--- src/rtl/wb_scoreboard_if.sv ---
// wb_scoreboard_if: issue, flush and delayed-writeback signals of the
// writeback scoreboard. master = decode/control side, slave = scoreboard.
//   flush, issue_*          master -> slave
//   stall, wb_*, count      slave  -> master
interface wb_scoreboard_if #(
    parameter int DEPTH = 4
);
    localparam int CW = $clog2(DEPTH) + 1;

    logic          flush;
    logic          issue_valid;
    logic [1:0]    issue_kind;
    logic          issue_we;
    logic [4:0]    issue_rd;
    logic [4:0]    issue_rs1;
    logic [4:0]    issue_rs2;
    logic          issue_use_rs1;
    logic          issue_use_rs2;
    logic [2:0]    issue_sx_size;
    logic          stall;
    logic          wb_valid;
    logic [4:0]    wb_rd;
    logic [1:0]    wb_kind;
    logic [2:0]    wb_sx_size;
    logic [CW-1:0] count;

    modport master (
        output flush, issue_valid, issue_kind, issue_we, issue_rd,
        output issue_rs1, issue_rs2, issue_use_rs1, issue_use_rs2,
        output issue_sx_size,
        input  stall, wb_valid, wb_rd, wb_kind, wb_sx_size, count
    );

    modport slave (
        input  flush, issue_valid, issue_kind, issue_we, issue_rd,
        input  issue_rs1, issue_rs2, issue_use_rs1, issue_use_rs2,
        input  issue_sx_size,
        output stall, wb_valid, wb_rd, wb_kind, wb_sx_size, count
    );
endinterface

--- src/rtl/wb_scoreboard.sv ---
// wb_scoreboard: in-order tracker of outstanding multi-cycle register
// writes (loads, crypto ops) with RAW/WAW/capacity/port stall generation.
// Ports: clk, rst (async active-low), sb (wb_scoreboard_if.slave):
//   flush, issue_* in; stall (comb), wb_valid/wb_rd/wb_kind/wb_sx_size
//   (comb from head entry), count (registered) out.
// Option: WB_SCOREBOARD_BYPASS_EN lets the retiring head be ignored for
// hazards and frees its slot for a same-cycle allocation.
module wb_scoreboard #(
    parameter int DEPTH      = 4,
    parameter int CNT_W      = 4,
    parameter int LOAD_LAT   = 1,
    parameter int CRYPTO_LAT = 2
) (
    input  logic           clk,
    input  logic           rst,
    wb_scoreboard_if.slave sb
);
    localparam int PTR_W = $clog2(DEPTH);
    localparam int CW    = PTR_W + 1;

    logic [DEPTH-1:0] e_valid;
    logic [4:0]       e_rd   [DEPTH];
    logic [1:0]       e_kind [DEPTH];
    logic [2:0]       e_sx   [DEPTH];
    logic [CNT_W-1:0] e_cnt  [DEPTH];

    logic [PTR_W-1:0] head;
    logic [PTR_W-1:0] tail;
    logic [CW-1:0]    count_q;

    logic             head_ready;
    logic             retire;
    logic             alloc;
    logic             is_delayed;
    logic [CNT_W-1:0] lat;
    logic [DEPTH-1:0] live;
    logic             hit_rs1;
    logic             hit_rs2;
    logic             hit_rd;
    logic             raw;
    logic             waw;
    logic             full;
    logic             port;
    logic             stall;

    // cnt holds the cycles still to wait after the cycle following
    // acceptance, so a latency of L gives writeback L cycles after issue.
    always_comb begin
        is_delayed = 1'b0;
        lat        = '0;
        unique case (sb.issue_kind)
            2'b01: begin
                is_delayed = 1'b1;
                lat        = CNT_W'(LOAD_LAT - 1);
            end
            2'b10: begin
                is_delayed = 1'b1;
                lat        = CNT_W'(CRYPTO_LAT - 1);
            end
            default: begin
                is_delayed = 1'b0;
                lat        = '0;
            end
        endcase
    end

    always_comb begin
        head_ready = e_valid[head] && (e_cnt[head] == '0);
        live       = e_valid;
`ifdef WB_SCOREBOARD_BYPASS_EN
        // Retiring data is forwarded by the datapath.
        if (head_ready) begin
            live[head] = 1'b0;
        end
`endif
        hit_rs1 = 1'b0;
        hit_rs2 = 1'b0;
        hit_rd  = 1'b0;
        for (int i = 0; i < DEPTH; i++) begin
            if (live[i]) begin
                if (e_rd[i] == sb.issue_rs1) hit_rs1 = 1'b1;
                if (e_rd[i] == sb.issue_rs2) hit_rs2 = 1'b1;
                if (e_rd[i] == sb.issue_rd)  hit_rd  = 1'b1;
            end
        end
    end

    always_comb begin
        raw = (sb.issue_use_rs1 && (sb.issue_rs1 != 5'd0) && hit_rs1)
           || (sb.issue_use_rs2 && (sb.issue_rs2 != 5'd0) && hit_rs2);
        waw = sb.issue_we && (sb.issue_rd != 5'd0) && hit_rd;
`ifdef WB_SCOREBOARD_BYPASS_EN
        full = is_delayed && (count_q == CW'(DEPTH)) && !head_ready;
`else
        full = is_delayed && (count_q == CW'(DEPTH));
`endif
        // The delayed path owns the register-file port when it retires.
        port   = !is_delayed && sb.issue_we && head_ready;
        stall  = sb.issue_valid && !sb.flush
              && (raw || waw || full || port);
        retire = head_ready && !sb.flush;
        alloc  = sb.issue_valid && !stall && !sb.flush && sb.issue_we
              && (sb.issue_rd != 5'd0) && is_delayed;
    end

    always_ff @(posedge clk or negedge rst) begin
        if (!rst) begin
            e_valid <= '0;
            head    <= '0;
            tail    <= '0;
            count_q <= '0;
            for (int i = 0; i < DEPTH; i++) begin
                e_rd[i]   <= '0;
                e_kind[i] <= '0;
                e_sx[i]   <= '0;
                e_cnt[i]  <= '0;
            end
        end else if (sb.flush) begin
            e_valid <= '0;
            head    <= '0;
            tail    <= '0;
            count_q <= '0;
        end else begin
            for (int i = 0; i < DEPTH; i++) begin
                if (e_valid[i] && (e_cnt[i] != '0)) begin
                    e_cnt[i] <= e_cnt[i] - CNT_W'(1);
                end
            end
            if (retire) begin
                e_valid[head] <= 1'b0;
                head          <= head + PTR_W'(1);
            end
            // Placed after the pop so a full-queue bypass allocation into
            // the slot being freed wins.
            if (alloc) begin
                e_valid[tail] <= 1'b1;
                e_rd[tail]    <= sb.issue_rd;
                e_kind[tail]  <= sb.issue_kind;
                e_sx[tail]    <= sb.issue_sx_size;
                e_cnt[tail]   <= lat;
                tail          <= tail + PTR_W'(1);
            end
            count_q <= count_q + CW'(alloc) - CW'(retire);
        end
    end

    assign sb.stall      = stall;
    assign sb.wb_valid   = retire;
    assign sb.wb_rd      = e_rd[head];
    assign sb.wb_kind    = e_kind[head];
    assign sb.wb_sx_size = e_sx[head];
    assign sb.count      = count_q;
endmodule

--- src/flat_wrapper.sv ---
// flat-port wrapper written by rule: the top's interface ports become plain ports
module wb_scoreboard_flat 
#(
    parameter int DEPTH      = 4,
    parameter int CNT_W      = 4,
    parameter int LOAD_LAT   = 1,
    parameter int CRYPTO_LAT = 2
)
  (clk, rst, sb_flush, sb_issue_valid, sb_issue_kind, sb_issue_we, sb_issue_rd, sb_issue_rs1, sb_issue_rs2, sb_issue_use_rs1, sb_issue_use_rs2, sb_issue_sx_size, sb_stall, sb_wb_valid, sb_wb_rd, sb_wb_kind, sb_wb_sx_size, sb_count);
  wb_scoreboard_if #(.DEPTH(DEPTH)) sb_i ();
  input  logic clk;
  input  logic rst;
  input wire logic [$bits(sb_i.flush)-1:0] sb_flush;
  input wire logic [$bits(sb_i.issue_valid)-1:0] sb_issue_valid;
  input wire logic [$bits(sb_i.issue_kind)-1:0] sb_issue_kind;
  input wire logic [$bits(sb_i.issue_we)-1:0] sb_issue_we;
  input wire logic [$bits(sb_i.issue_rd)-1:0] sb_issue_rd;
  input wire logic [$bits(sb_i.issue_rs1)-1:0] sb_issue_rs1;
  input wire logic [$bits(sb_i.issue_rs2)-1:0] sb_issue_rs2;
  input wire logic [$bits(sb_i.issue_use_rs1)-1:0] sb_issue_use_rs1;
  input wire logic [$bits(sb_i.issue_use_rs2)-1:0] sb_issue_use_rs2;
  input wire logic [$bits(sb_i.issue_sx_size)-1:0] sb_issue_sx_size;
  output wire logic [$bits(sb_i.stall)-1:0] sb_stall;
  output wire logic [$bits(sb_i.wb_valid)-1:0] sb_wb_valid;
  output wire logic [$bits(sb_i.wb_rd)-1:0] sb_wb_rd;
  output wire logic [$bits(sb_i.wb_kind)-1:0] sb_wb_kind;
  output wire logic [$bits(sb_i.wb_sx_size)-1:0] sb_wb_sx_size;
  output wire logic [$bits(sb_i.count)-1:0] sb_count;
  assign sb_i.flush = sb_flush;
  assign sb_i.issue_valid = sb_issue_valid;
  assign sb_i.issue_kind = sb_issue_kind;
  assign sb_i.issue_we = sb_issue_we;
  assign sb_i.issue_rd = sb_issue_rd;
  assign sb_i.issue_rs1 = sb_issue_rs1;
  assign sb_i.issue_rs2 = sb_issue_rs2;
  assign sb_i.issue_use_rs1 = sb_issue_use_rs1;
  assign sb_i.issue_use_rs2 = sb_issue_use_rs2;
  assign sb_i.issue_sx_size = sb_issue_sx_size;
  assign sb_stall = sb_i.stall;
  assign sb_wb_valid = sb_i.wb_valid;
  assign sb_wb_rd = sb_i.wb_rd;
  assign sb_wb_kind = sb_i.wb_kind;
  assign sb_wb_sx_size = sb_i.wb_sx_size;
  assign sb_count = sb_i.count;
  wb_scoreboard #(.DEPTH(DEPTH), .CNT_W(CNT_W), .LOAD_LAT(LOAD_LAT), .CRYPTO_LAT(CRYPTO_LAT)) u_core (.clk(clk), .rst(rst), .sb(sb_i));
endmodule
--- config.mk ---
export PLATFORM = sky130hd
export DESIGN_NAME = wb_scoreboard_flat
export DESIGN_NICKNAME = d
export VERILOG_FILES = /design/src/rtl/wb_scoreboard_if.sv /design/src/rtl/wb_scoreboard.sv /design/src/flat_wrapper.sv
export SDC_FILE = /design/constraint.sdc
export NUM_CORES = 1
export LEC_CHECK = 0
export ABC_AREA = 1
export CAP_MARGIN = 0
export CORE_UTILIZATION = 40
export DETAILED_ROUTE_END_ITERATION = 8
export HOLD_SLACK_MARGIN = 0.12
export PLACE_DENSITY = 0.66
export RECOVER_POWER = 50
export SETUP_SLACK_MARGIN = 0.5
export SLEW_MARGIN = 20
export SYNTH_ARGS = -nofsm -noshare
export SYNTH_HDL_FRONTEND = slang
export SYNTH_SLANG_ARGS = --single-unit
--- constraint.sdc ---
create_clock -name clk -period 2.7 [get_ports clk]
set_input_delay 0.81 -clock clk [delete_from_list [all_inputs] [get_ports clk]]
set_output_delay 0.81 -clock clk [all_outputs]
set_load 0.1 [all_outputs]
## After elaboration in Yosys (flattened, before gate mapping)

Index checks and enable logic that the tools add are counted.
Widths: inputs -> output; s select.

| word-level totals | value |
|---|---|
| register bits after elaboration | 67 |
| word-level logic and storage cells | 174 |

| operators by class | value |
|---|---|
| add/subtract/negate cells | 8 |
| magnitude comparators | 7 |
| equal/unequal tests | 15 |
| multiplexer cells | 74 |
| bitwise gates (word level) | 6 |
| reduce and logical (&&, ||, !) cells | 44 |

Operator list:

| kind | count |
|---|---|
| $eq 5x5->1 | 12 |
| $mux 4 | 15 |
| $mux 1 | 29 |
| $logic_and 1x1->1 | 25 |
| $bwmux 20 | 1 |
| $bwmux 16 | 1 |
| $mux 16 | 1 |
| $reduce_bool 4->1 | 4 |
| $sub 4x1->4 const B | 4 |
| $mux 5 | 3 |
| $reduce_bool 5->1 | 3 |
| $mux 2 | 7 |
| $bwmux 12 | 1 |
| $mux 3 | 4 |
| $bmux 5 s2 | 1 |
| $demux 5 s2 | 1 |
| $bmux 4 s2 | 1 |
| $bwmux 8 | 1 |
| $demux 4 s2 | 1 |
| $bmux 3 s2 | 1 |
| $demux 3 s2 | 1 |
| $ge 3x3->1 const B | 2 |
| $lt 2x3->1 const B | 2 |
| $not 2->3 | 2 |
| 22 further kinds | 31 |

## Depth between registers and ports, before layout

| depth | value |
|---|---|
| word-level depth | 24 |
| depth in mapped cells | 16 |
| depth with buffers taken out | 16 |

## Worst setup path before layout

OpenSTA, ideal clock, no wires.

| timing | value |
|---|---|
| path type | input to output |
| start point | input port sb_issue_kind[0] |
| end point | output port sb_stall |
| arrival | 3.724 ns |
| setup slack | -1.834 ns |
| cell stages on the path | 8 |
| cells stage by stage | inv_1 > ha_1 > nand3b_1 > nand2_1 > inv_1 > nand2_1 > nor2_4 > nor3_1 |

| between the ends | value |
|---|---|
| longest elaborated chain between the ends | 8 |

RTL lines:

| item | RTL line | RTL |
|---|---|---|
| from (decl) | flat_wrapper.sv:15 | `input wire logic [$bits(sb_i.issue_kind)-1:0] sb_issue_kind;` |
| $eq 2x1->1 or $eq 2x2->1 (tied branches) | wb_scoreboard.sv:51 | `unique case (sb.issue_kind)` |
| $reduce_or 2->1 (no source line) * | n/a |  |
| $mux 1 * | wb_scoreboard.sv:51 |  |
| $logic_not 1->1 | wb_scoreboard.sv:98 | `port = !is_delayed && sb.issue_we && head_ready;` |
| $logic_and 1x1->1 (2 in series) | wb_scoreboard.sv:98 |  |
| $logic_or 1x1->1 * | wb_scoreboard.sv:100 | `&& (raw \|\| waw \|\| full \|\| port);` |
| $logic_and 1x1->1 * | wb_scoreboard.sv:100 |  |
| to (decl) | flat_wrapper.sv:23 | `output wire logic [$bits(sb_i.stall)-1:0] sb_stall;` |

Mark *: on every way between the ends. The rest lies on a longest branch, timed or not.

## Final worst setup path

Ends and elaborated chain as after synthesis.

==> impl_metrics.toml <==
[run_status]
run_status = "finished with violations"
violations = "max-capacitance violations, max-slew violations, negative setup slack"

[power_and_ir_drop]
power.share.clock = 0.280
power_per_cell_area_nw_per_um2 = 719
cell_internal_pwr_mw = 3.04
p_sw_mw = 1.99
power.ir.vdd_worst_mv = 0.653
p_comb_frac = 0.450
sequentialPowerShare = 0.270
power_switching_share = 0.395
leakagePower_nw = 3.47
total_power_consumption_of_the_routed_design_mw = 5.02

[finish]
fin_cells = 980
flow.area_growth_from_synthesis_pct = 51.4
antennaDiodeCount = 0
drive_above_1_share = 0.326
n_fill_cell = 957
finish.net_count = 878

[floorplanning]
std_cell_rows = 38
die_wd_um = 109
initial_utilization = 0.418
core_region_area_um2 = 11000
io_pins = 42
die-area_um2 = 12000
die_span_y_um = 109

[logic_synthesis]
synth-main-ff-cell = "dfrtp_1"
synth_enable_flop_cells = 0
cells_after_synthesis = 706
synth.most_common_cell = "nand2_1"
synth.yosys.warnings = 0
synth_area_leader_cell = "dfrtp_1"
register_area_share_after_synthesis = 0.364
synth.top_cell.area_share = 0.364
syn_avg_cell_area_um2 = 6.53
synthesis.nets = 749
syn_area_um2 = 4610
synth.ff_latch_count = 67
top_post_synthesis_cells_by_area = "dfrtp_1 36%, nand2_1 23%, nor2_1 6.3%"
ys_async_sr_fraction = 1.00
synth.cells.most_frequent = "279 x nand2_1, 78 x nor2_1, 73 x inv_1"
synth_cell_type_count = 32

[sta]
max-slew-margin-rel = -0.138
finalHoldViolations = 0
setup_repair_after_global_routing_missed_its_margin = "true"
timing.clock.skew_ps = 8.26
slew_violations = 68
clock.fmax_mhz = 333
setup_slack_ps = -303
setup_viol = 3
timing.setup.tns_ps = -663
min_period_ps = 3000
worst_hold_slack_ps = 488
layout_worst_path_cycle_share = 1.11
max_slew.worst_pin.slew_ps = 1710

[detailed_routing]
drc_errors = 0
drt_first_iter_violations = 296
drt_pre_antenna_iters = 4
antenna_violating_nets_remaining = 0
detailroute.via_count = 5040
route.detailed.wl_per_inst_um = 15.6
detail_route.wirelength_um = 15300
vias_per_cell = 5.14

[worst_setup_path]
cpPeakStageDelay_ps = 310
end_kind = "output port"
worstPathArrival_ps = 2190
cpMostUsedCell = "nand2_2"
worst_setup_path_start_kind = "input port"
crit_slowest_cell = "ha_4"
cp-startpoint = "sb_issue_kind[0]"
crit_required_ps = 1890
crit-reg2reg-launch = "u_core.e_rd[2]"
path_cells = "buf_6, clkinvlp_4, ha_4, nand2_2, inv_1, nand3_1, nand2_2, inv_2, nand2_2, nor2_4, nor3_4, buf_12"
critical_path_peak_fanout = 3
critical_setup_path_kind = "in2out"

[clocking]
clock_insertion_delay_worst_skew_ps = 340
clk_path_buf_depth = 2
ctsRootBufferMaster = "clkbuf_16"
ctsHoldBuffers = 0
cts_sinks = 67
clock_transition_at_path_regs_ps = 50
cts_inserted_buffers = 9
tritoncts = "built"
ctsHtreeMaxLevel = 3

[grt]
track_usage = 0.277
antenna_found_initial = 0
number_of_global_route_vias_before_repair = 4955
largest_net_degree_at_the_start_of_global_routing = 68
global_route_wire_length_before_repair_um = 24900
total_congestion_overflow = 0

[job]
cap_viol_max_count = 1

[placement]
routabilityCongestion = 1.00
place_inst = 927
port_buffers = 41
dp.final_hpwl_um = 10700

[worst_hold_path]
min-delay-path-class = "reg2reg"
min-delay-start = "u_core.e_kind[3]"
-- final timing paths --
check	to	slack [ps]	cells after the start
max reg2reg	u_core.sb.count[1]	-130	18
min	u_core.e_kind[3]	490	2
min reg2reg	u_core.e_kind[3]	490	2
min in group asynchronous	u_core.sb.count[1]	1010	2
max	sb_stall	-300	12
max in group asynchronous	u_core.e_rd[9]	550	2
-- critical path, delay by kind of cell --
family / cells / cell delay [ps]
fa+ha+maj: 1 / 310
buf+inv: 5 / 470
simple gates: 6 / 610
-- state kept, by name (all words and copies together) (netlist names) --
signal / count
u_core.sb.count: 3
u_core.e_rd: 20
u_core.e_cnt: 16
u_core.e_valid: 4
u_core.head: 2
u_core.e_sx: 12
u_core.e_kind: 8
u_core.tail: 2
-- cell type report --
class | instances | area (µm²) | area share
Tap cell | 140 | 175 | 0.0251
Multi-Input combinational cell | 537 | 3070 | 0.439
Timing Repair Buffer | 136 | 1360 | 0.195
Inverter | 84 | 335 | 0.0480
Clock buffer | 11 | 253 | 0.0362
Sequential cell | 67 | 1680 | 0.241
Clock inverter | 5 | 108 | 0.0154
-- layout by cell type, fill, tap and decap left out, types with 7 or more instances in the layout --
cell / Yosys / routed
nor2_4: 1 / 7
o21ai_4: 0 / 7
dfrtp_1: 67 / 63
a21oi_4: 0 / 9
o21ai_2: 0 / 9
ha_1: 15 / 14
xor2_1: 10 / 10
buf_6: 1 / 23
nand3_2: 5 / 8
buf_4: 2 / 67
nor2_1: 78 / 54
o21ai_0: 40 / 19
o21ai_1: 30 / 35
nand2_2: 0 / 18
nand3_1: 25 / 21
inv_2: 8 / 16
nand4_1: 9 / 9
buf_2: 7 / 10
nand2_1: 279 / 255
clkbuf_16: 0 / 9
inv_1: 73 / 59
buf_12: 0 / 17
nor2_2: 0 / 18
-- power groups by stage --
stage                     Clock, mW  Sequential (mW)  Combinational, mW
after CTS                      1.43             1.35               2.20
after global routing           1.48             1.37               2.42
after global placement            0             1.35               1.90
after floorplan                   0             1.35               1.29
after detailed placement          0             1.36               1.93
final                          1.41             1.36               2.26
-- what timing repair did --
item                       4_1_cts  5_1_grt
buffers inserted                31        4
cloned                           2        0
gates resized for setup        183       38
setup endpoints to repair       77       77
pin swaps                       53       31
-- stage by stage --
step / utilization / cell area, µm² / setup WS, ps
final: 0.633 / 6980 / -303
after global routing: 0.633 / 6980 / -361
after CTS: 0.623 / 6870 / -244
after detailed placement: 0.543 / 5990 / -753
after global placement: 0.543 / 5990 / -743
after floorplan: - / 5050 / -534
-- per-layer routing --
layer	GRT usage	vias up	wire (µm)
met5	0	-	0
met4	0.119	0	476
met3	0.0516	34	640
met2	0.471	123	7600
met1	0.344	2396	6610
li1	-	2487	-
-- kinds of logic (layout without fill, tap and decap cells) --
logic type,count (synthesis),after routing,synth area share
flops,67,67,0.364
fa+ha+maj,16,16,0.0450
compound gates,101,101,0.114
xor+xnor,14,14,0.0266
buf+inv,102,236,0.0887
simple gates,403,403,0.355
mux,3,3,0.00732
Power figures use the tool's default switching activity.
